<file path="config.mk">
export PLATFORM = sky130hd
export DESIGN_NAME = pq_cmd_driver
export DESIGN_NICKNAME = d
export VERILOG_FILES = /design/src/rtl/pq_pkg.sv /design/src/rtl/pq_cmd_driver.sv
export SDC_FILE = /design/constraint.sdc
export NUM_CORES = 1
export LEC_CHECK = 0
export CELL_PAD_IN_SITES_DETAIL_PLACEMENT = 0
export CELL_PAD_IN_SITES_GLOBAL_PLACEMENT = 1
export CORE_MARGIN = 5
export CORE_UTILIZATION = 35
export DETAILED_ROUTE_END_ITERATION = 6
export PLACE_DENSITY = 0.8
export SLEW_MARGIN = 20
export SYNTH_ARGS = -nofsm -noshare
export SYNTH_HDL_FRONTEND = slang
export SYNTH_SLANG_ARGS = --single-unit
</file>
<file path="constraint.sdc">
create_clock -name CLK -period 5.55 [get_ports CLK]
set_clock_uncertainty 0.1 [all_clocks]
set_input_delay 1.3875 -clock CLK [delete_from_list [all_inputs] [get_ports CLK]]
set_output_delay 1.3875 -clock CLK [all_outputs]
set_load 0.1 [all_outputs]
</file>
<file path="src/rtl/pq_pkg.sv">
// Shared types for the priority-queue command driver: command opcodes,
// response status codes and the driver FSM state encoding.
package pq_pkg;

  typedef enum logic [1:0] {
    OP_ENQUEUE = 2'd0,
    OP_DEQUEUE = 2'd1,
    OP_REPLACE = 2'd2,
    OP_PEEK    = 2'd3
  } pq_op_e;

  typedef enum logic [1:0] {
    STAT_OK           = 2'd0,
    STAT_FULL_REJECT  = 2'd1,
    STAT_EMPTY_REJECT = 2'd2
  } pq_status_e;

  typedef enum logic [1:0] {
    ST_IDLE   = 2'd0,
    ST_ISSUE  = 2'd1,
    ST_SETTLE = 2'd2,
    ST_RESP   = 2'd3
  } pq_state_e;

endpackage

</file>
<file path="src/rtl/pq_cmd_driver.sv">
// Turns one upstream command at a time into single-cycle strobes on an attached
// max-priority queue, waits for the queue to settle, then returns one response.
module pq_cmd_driver
  import pq_pkg::*;
#(
  parameter int DATA_WIDTH    = 16,
  parameter int QUEUE_SIZE    = 64,
  parameter int SETTLE_CYCLES = 5
) (
  input  logic                              CLK,
  input  logic                              RST,
  input  logic                              i_cmd_valid,
  output logic                              o_cmd_ready,
  input  logic [1:0]                        i_cmd_op,
  input  logic [DATA_WIDTH-1:0]             i_cmd_data,
  output logic                              o_rsp_valid,
  input  logic                              i_rsp_ready,
  output logic [DATA_WIDTH-1:0]             o_rsp_data,
  output logic [1:0]                        o_rsp_status,
  output logic                              o_pq_wrt,
  output logic                              o_pq_read,
  output logic [DATA_WIDTH-1:0]             o_pq_data,
  input  logic                              i_pq_full,
  input  logic                              i_pq_empty,
  input  logic [DATA_WIDTH-1:0]             i_pq_data,
  output logic [$clog2(QUEUE_SIZE+1)-1:0]   o_count,
  output logic [1:0]                        o_dbg_state
);

  localparam int CW = $clog2(QUEUE_SIZE + 1);
  localparam logic [7:0] SETTLE_LAST = 8'(SETTLE_CYCLES - 1);

  pq_state_e             state_q, state_d;
  pq_op_e                op_q, op_d;
  logic [DATA_WIDTH-1:0] data_q, data_d;
  logic [7:0]            settle_q, settle_d;
  logic                  rsp_valid_q, rsp_valid_d;
  logic [DATA_WIDTH-1:0] rsp_data_q, rsp_data_d;
  pq_status_e            rsp_status_q, rsp_status_d;
  logic [CW-1:0]         count_q, count_d;
  logic                  reject_full, reject_empty, pulse;

  // Handshakes: a command transfers on a rising edge where i_cmd_valid and
  // o_cmd_ready are both high; a response transfers on an edge where
  // o_rsp_valid and i_rsp_ready are both high. o_rsp_valid, once raised,
  // holds with stable data/status until it transfers.
  always_comb begin
    reject_full  = (op_q == OP_ENQUEUE) && i_pq_full;
    reject_empty = (op_q != OP_ENQUEUE) && i_pq_empty;
    pulse        = (state_q == ST_ISSUE) && !reject_full && !reject_empty
                   && (op_q != OP_PEEK);
  end

  assign o_pq_wrt     = pulse && ((op_q == OP_ENQUEUE) || (op_q == OP_REPLACE));
  assign o_pq_read    = pulse && ((op_q == OP_DEQUEUE) || (op_q == OP_REPLACE));
  assign o_pq_data    = data_q;
  assign o_cmd_ready  = (state_q == ST_IDLE) && !RST;
  assign o_rsp_valid  = rsp_valid_q;
  assign o_rsp_data   = rsp_data_q;
  assign o_rsp_status = rsp_status_q;
  assign o_count      = count_q;
  assign o_dbg_state  = state_q;

  always_comb begin
    state_d      = state_q;
    op_d         = op_q;
    data_d       = data_q;
    settle_d     = settle_q;
    rsp_valid_d  = rsp_valid_q;
    rsp_data_d   = rsp_data_q;
    rsp_status_d = rsp_status_q;
    count_d      = count_q;
    case (state_q)
      ST_IDLE: begin
        if (i_cmd_valid) begin
          op_d    = pq_op_e'(i_cmd_op);
          data_d  = i_cmd_data;
          state_d = ST_ISSUE;
        end
      end
      ST_ISSUE: begin
        // Removed element (DEQUEUE/REPLACE) or current top (PEEK) is taken here.
        rsp_status_d = STAT_OK;
        rsp_data_d   = i_pq_data;
        if (pulse) begin
          settle_d = SETTLE_LAST;
          state_d  = ST_SETTLE;
        end else begin
          rsp_valid_d = 1'b1;
          state_d     = ST_RESP;
          if (reject_full || reject_empty) begin
            rsp_status_d = reject_full ? STAT_FULL_REJECT : STAT_EMPTY_REJECT;
            rsp_data_d   = '0;
          end
        end
        if (o_pq_wrt && !o_pq_read && (count_q < CW'(QUEUE_SIZE))) begin
          count_d = count_q + CW'(1);
        end else if (o_pq_read && !o_pq_wrt && (count_q != '0)) begin
          count_d = count_q - CW'(1);
        end
      end
      ST_SETTLE: begin
        if (settle_q == 8'd0) begin
          // ENQUEUE reports the new top once the queue has settled.
          if (op_q == OP_ENQUEUE) rsp_data_d = i_pq_data;
          rsp_valid_d = 1'b1;
          state_d     = ST_RESP;
        end else begin
          settle_d = settle_q - 8'd1;
        end
      end
      ST_RESP: begin
        if (i_rsp_ready) begin
          rsp_valid_d = 1'b0;
          state_d     = ST_IDLE;
        end
      end
      default: state_d = ST_IDLE;
    endcase
  end

  always_ff @(posedge CLK) begin
    if (RST) begin
      state_q      <= ST_IDLE;
      op_q         <= OP_ENQUEUE;
      data_q       <= '0;
      settle_q     <= 8'd0;
      rsp_valid_q  <= 1'b0;
      rsp_data_q   <= '0;
      rsp_status_q <= STAT_OK;
      count_q      <= '0;
    end else begin
      state_q      <= state_d;
      op_q         <= op_d;
      data_q       <= data_d;
      settle_q     <= settle_d;
      rsp_valid_q  <= rsp_valid_d;
      rsp_data_q   <= rsp_data_d;
      rsp_status_q <= rsp_status_d;
      count_q      <= count_d;
    end
  end

endmodule
</file>
==> results.md <==
* Status: complete, no violations
* Initial antenna violation count at 0
* Chip width at 97.7 µm
* Rows at 32
* Final setup fails at 0
* Total die area at 9550 µm²
* WHS at 0.353 ns
* Area of the core at roughly 7600 µm²
* Top FF cell, synth: dfxtp_1
* Max_cap viols at 0
* Pin count of the biggest net entering global routing at 48
* Crit path max-delay family: buffers and inverters
* Count of cell types in the netlist at 46
* Detailed placement HPWL at between 5 and 6 mm
* CP endpoint kind: output port
* Max Transition Viols Final at 0
* Chip height at 97.7 µm
* Final WS setup at about 1.3 ns
* Share of cells above drive strength 1 at 0.0439
* CTS Sinks at 54
* Async SR Flop Fraction at 0
* Share of the synthesized area in the top cell type at 0.401
* CP bufs+invs at 2
* Syn nets at between 300 and 400
* Worst-Skew Late Latency at 0.31 ns
* Post-Syn Area per Cell at 8.18 µm²
* Startpoint types: primary input
* Worst Path Arrival at roughly 2.8 ns
* Synth warn at 0
* Placed cells at between 500 and 600
* F_max at approximately 0.23 GHz
* Crit path cell chain: clkdlybuf4s50_1, mux2i_1, nand2_1, nor2_1, buf_4
* Post-route ant nets at 0
* ANT cells at 0
* Port Buffers at 86
* Post-CTS Hold Fix Bufs at 0
* WS Path Type: primary input to output port
* Initial Util at 0.354
* DR WL/cell at 14.1 µm
* Worst-Margin Slew at 1.03 ns
* CP max stage cell: clkdlybuf4s50_1
* # fillers at roughly 750
* CTS buffer count at 5
* Final Hold Vio Count at 0
* PD cells at ~660 nW/µm²
* CTS tree: yes
* Most common cell after layout, fill and taps aside: clkdlybuf4s50_1
* Cts repair resizes at 0
* Synthesized area at 2690 µm²
* Vias/cell at a little over 5
* Final nets at approximately 470
* RePlAce Congestion at ~0.77
* DRC at 0
* Vias in the first global route at between 2000 and 3000
* RSZ-0062 raised after global routing: false
* Clk pin slew, worst setup/hold paths at 0.10 ns
* Setup TNS at 0 ns
* Max clock buf depth at 2
* Area grow syn2layout at 39.0%
* Tot GR Track Use at 0.149
* Syn Inst Count at approximately 330
* Post-synth top area cell: dfxtp_1
* HP Class: flop to flop
* Detailed Route WL at between 7 and 8 mm
* EDFF count, synth at 0
* H-tree level count at 2
* Most frequent cells in the layout: clkdlybuf4s50_1 (82), nand2_1 (64), dfxtp_1 (54)
* Iteration-0 DRC Markers at 60
* DP Worst Slack at 1.09 ns
* Leakage Power at approximately 1.4 nW
* Slew HR at 0.306
* Clock root cell: clkbuf_8
* IO Pins at 87
* CP max FO at 5
* Yosys reg bits at 54
* Synth area leaders: dfxtp_1 (40%), nand2_1 (8.9%), a21oi_1 (8.4%), ha_1 (7.0%), nand3_1 (4.3%)
* Crit-path max cell delay at between 0.4 and 0.5 ns
* Fin crit period at between 4 and 5 ns
* Non-filler cells, final at a little over 500
* First-pass GRT wire length at between 10 and 15 mm
* Remaining global-route overflow at 0
* Critical Path RT at between 4 and 5 ns
* VDD IR max at 256 µV
* Final worst-path cycle share at 0.774
* # Post-CTS Setup Buffers at 0
* Vias at between 2000 and 3000
* Sequential fraction of the synthesis area at 0.401
* Drt pass-1 iters at 4
-- registers in the layout, summed over array words and instances (netlist names) --
| register | count |
|---|---|
| o_pq_data | 16 |
| o_rsp_data | 16 |
| settle_q | 8 |
| o_count | 7 |
| o_dbg_state | 2 |
| o_rsp_status | 2 |
| op_q | 2 |
| o_rsp_valid | 1 |
-- routing by layer --
metal | part of all wire | global-route usage | wire length [µm] | vias up
met1 | 0.44 | 0.183 | 3190 | 1206
met5 | 0 | 0 | 0 | -
met3 | 0.038 | 0.0323 | 273 | 11
li1 | - | - | - | 1334
met2 | 0.50 | 0.259 | 3580 | 53
met4 | 0.021 | 0.0511 | 151 | 0
-- report_power, final --
part | switching (mW) | total [mW] | internal, mW
Combinational | 1.13 | 1.61 | 0.473
Sequential | 0.0924 | 0.591 | 0.499
Clock | 0.139 | 0.276 | 0.137
Total | 1.36 | 2.47 | 1.11
-- cells in the mapped netlist, drive strengths merged (2+ instances only) --
library cell,n
a2111oi,2
a211o,2
a21boi,6
a21oi,45
a31oi,4
a41o,2
and3,2
and4,2
buf,4
clkbuf,11
dfxtp,54
ha,15
inv,11
mux2,2
mux2i,5
nand2,64
nand2b,6
nand3,23
nand3b,2
nor2,8
nor2b,8
nor3,5
nor3b,2
nor4,2
o211ai,4
o21a,3
o21ai,5
o31ai,7
o41a,2
or3,3
or4,7
-- cell type report --
class	instances	area (µm²)	area share
Multi-Input combinational cell	249	1510	0.404
Sequential cell	54	1080	0.289
Timing Repair Buffer	88	863	0.231
Tap cell	102	128	0.0341
Clock buffer	5	68.8	0.0184
Clock inverter	3	47.5	0.0127
Inverter	11	41.3	0.0110
-- worst reg2reg max path, stage by stage, from the launching register on --
cell       delay, ns
dfxtp_1         0.34
inv_1           0.08
ha_1            0.32
mux2_2          0.42
nor2_1          0.31
nand2_1         0.25
ha_1            0.35
a211o_1         0.32
and4_1          0.20
a2111oi_0       0.50
o211ai_1        0.17
-- worst paths after layout --
path / to / from / slack (ns) / depth (start not counted)
worst min register to register: o_rsp_data[6] / o_rsp_data[6] / 0.35 / 2
worst max-delay path: o_pq_wrt / i_pq_empty / 1.25 / 5
worst min-delay path: o_rsp_data[6] / o_rsp_data[6] / 0.35 / 2
worst max register to register: o_count[5] / op_q[0] / 2.06 / 10
-- logic make-up (layout without fill, tap and decap cells) --
kind of cell / after synthesis / in the layout / synth area share
muxes: 7 / 7 / 0.0270
buffers and inverters: 26 / 107 / 0.0367
DFF: 54 / 54 / 0.401
AOI/OAI and AO/OA: 88 / 88 / 0.206
adders and majority gates: 16 / 16 / 0.0771
xor gates and xnor gates: 1 / 1 / 0.00325
and+or+nand+nor: 137 / 137 / 0.249
-- through the flow --
stage	util	power [mW]	instance area, µm²
5_1_grt	0.492	2.64	3740
2_1_floorplan	-	1.84	2690
3_5_place_dp	0.477	2.21	3630
4_1_cts	0.492	2.49	3740
6_report	0.492	2.47	3740
3_3_place_gp	0.477	2.19	3630
No activity file was read; power rests on OpenSTA's default activity.
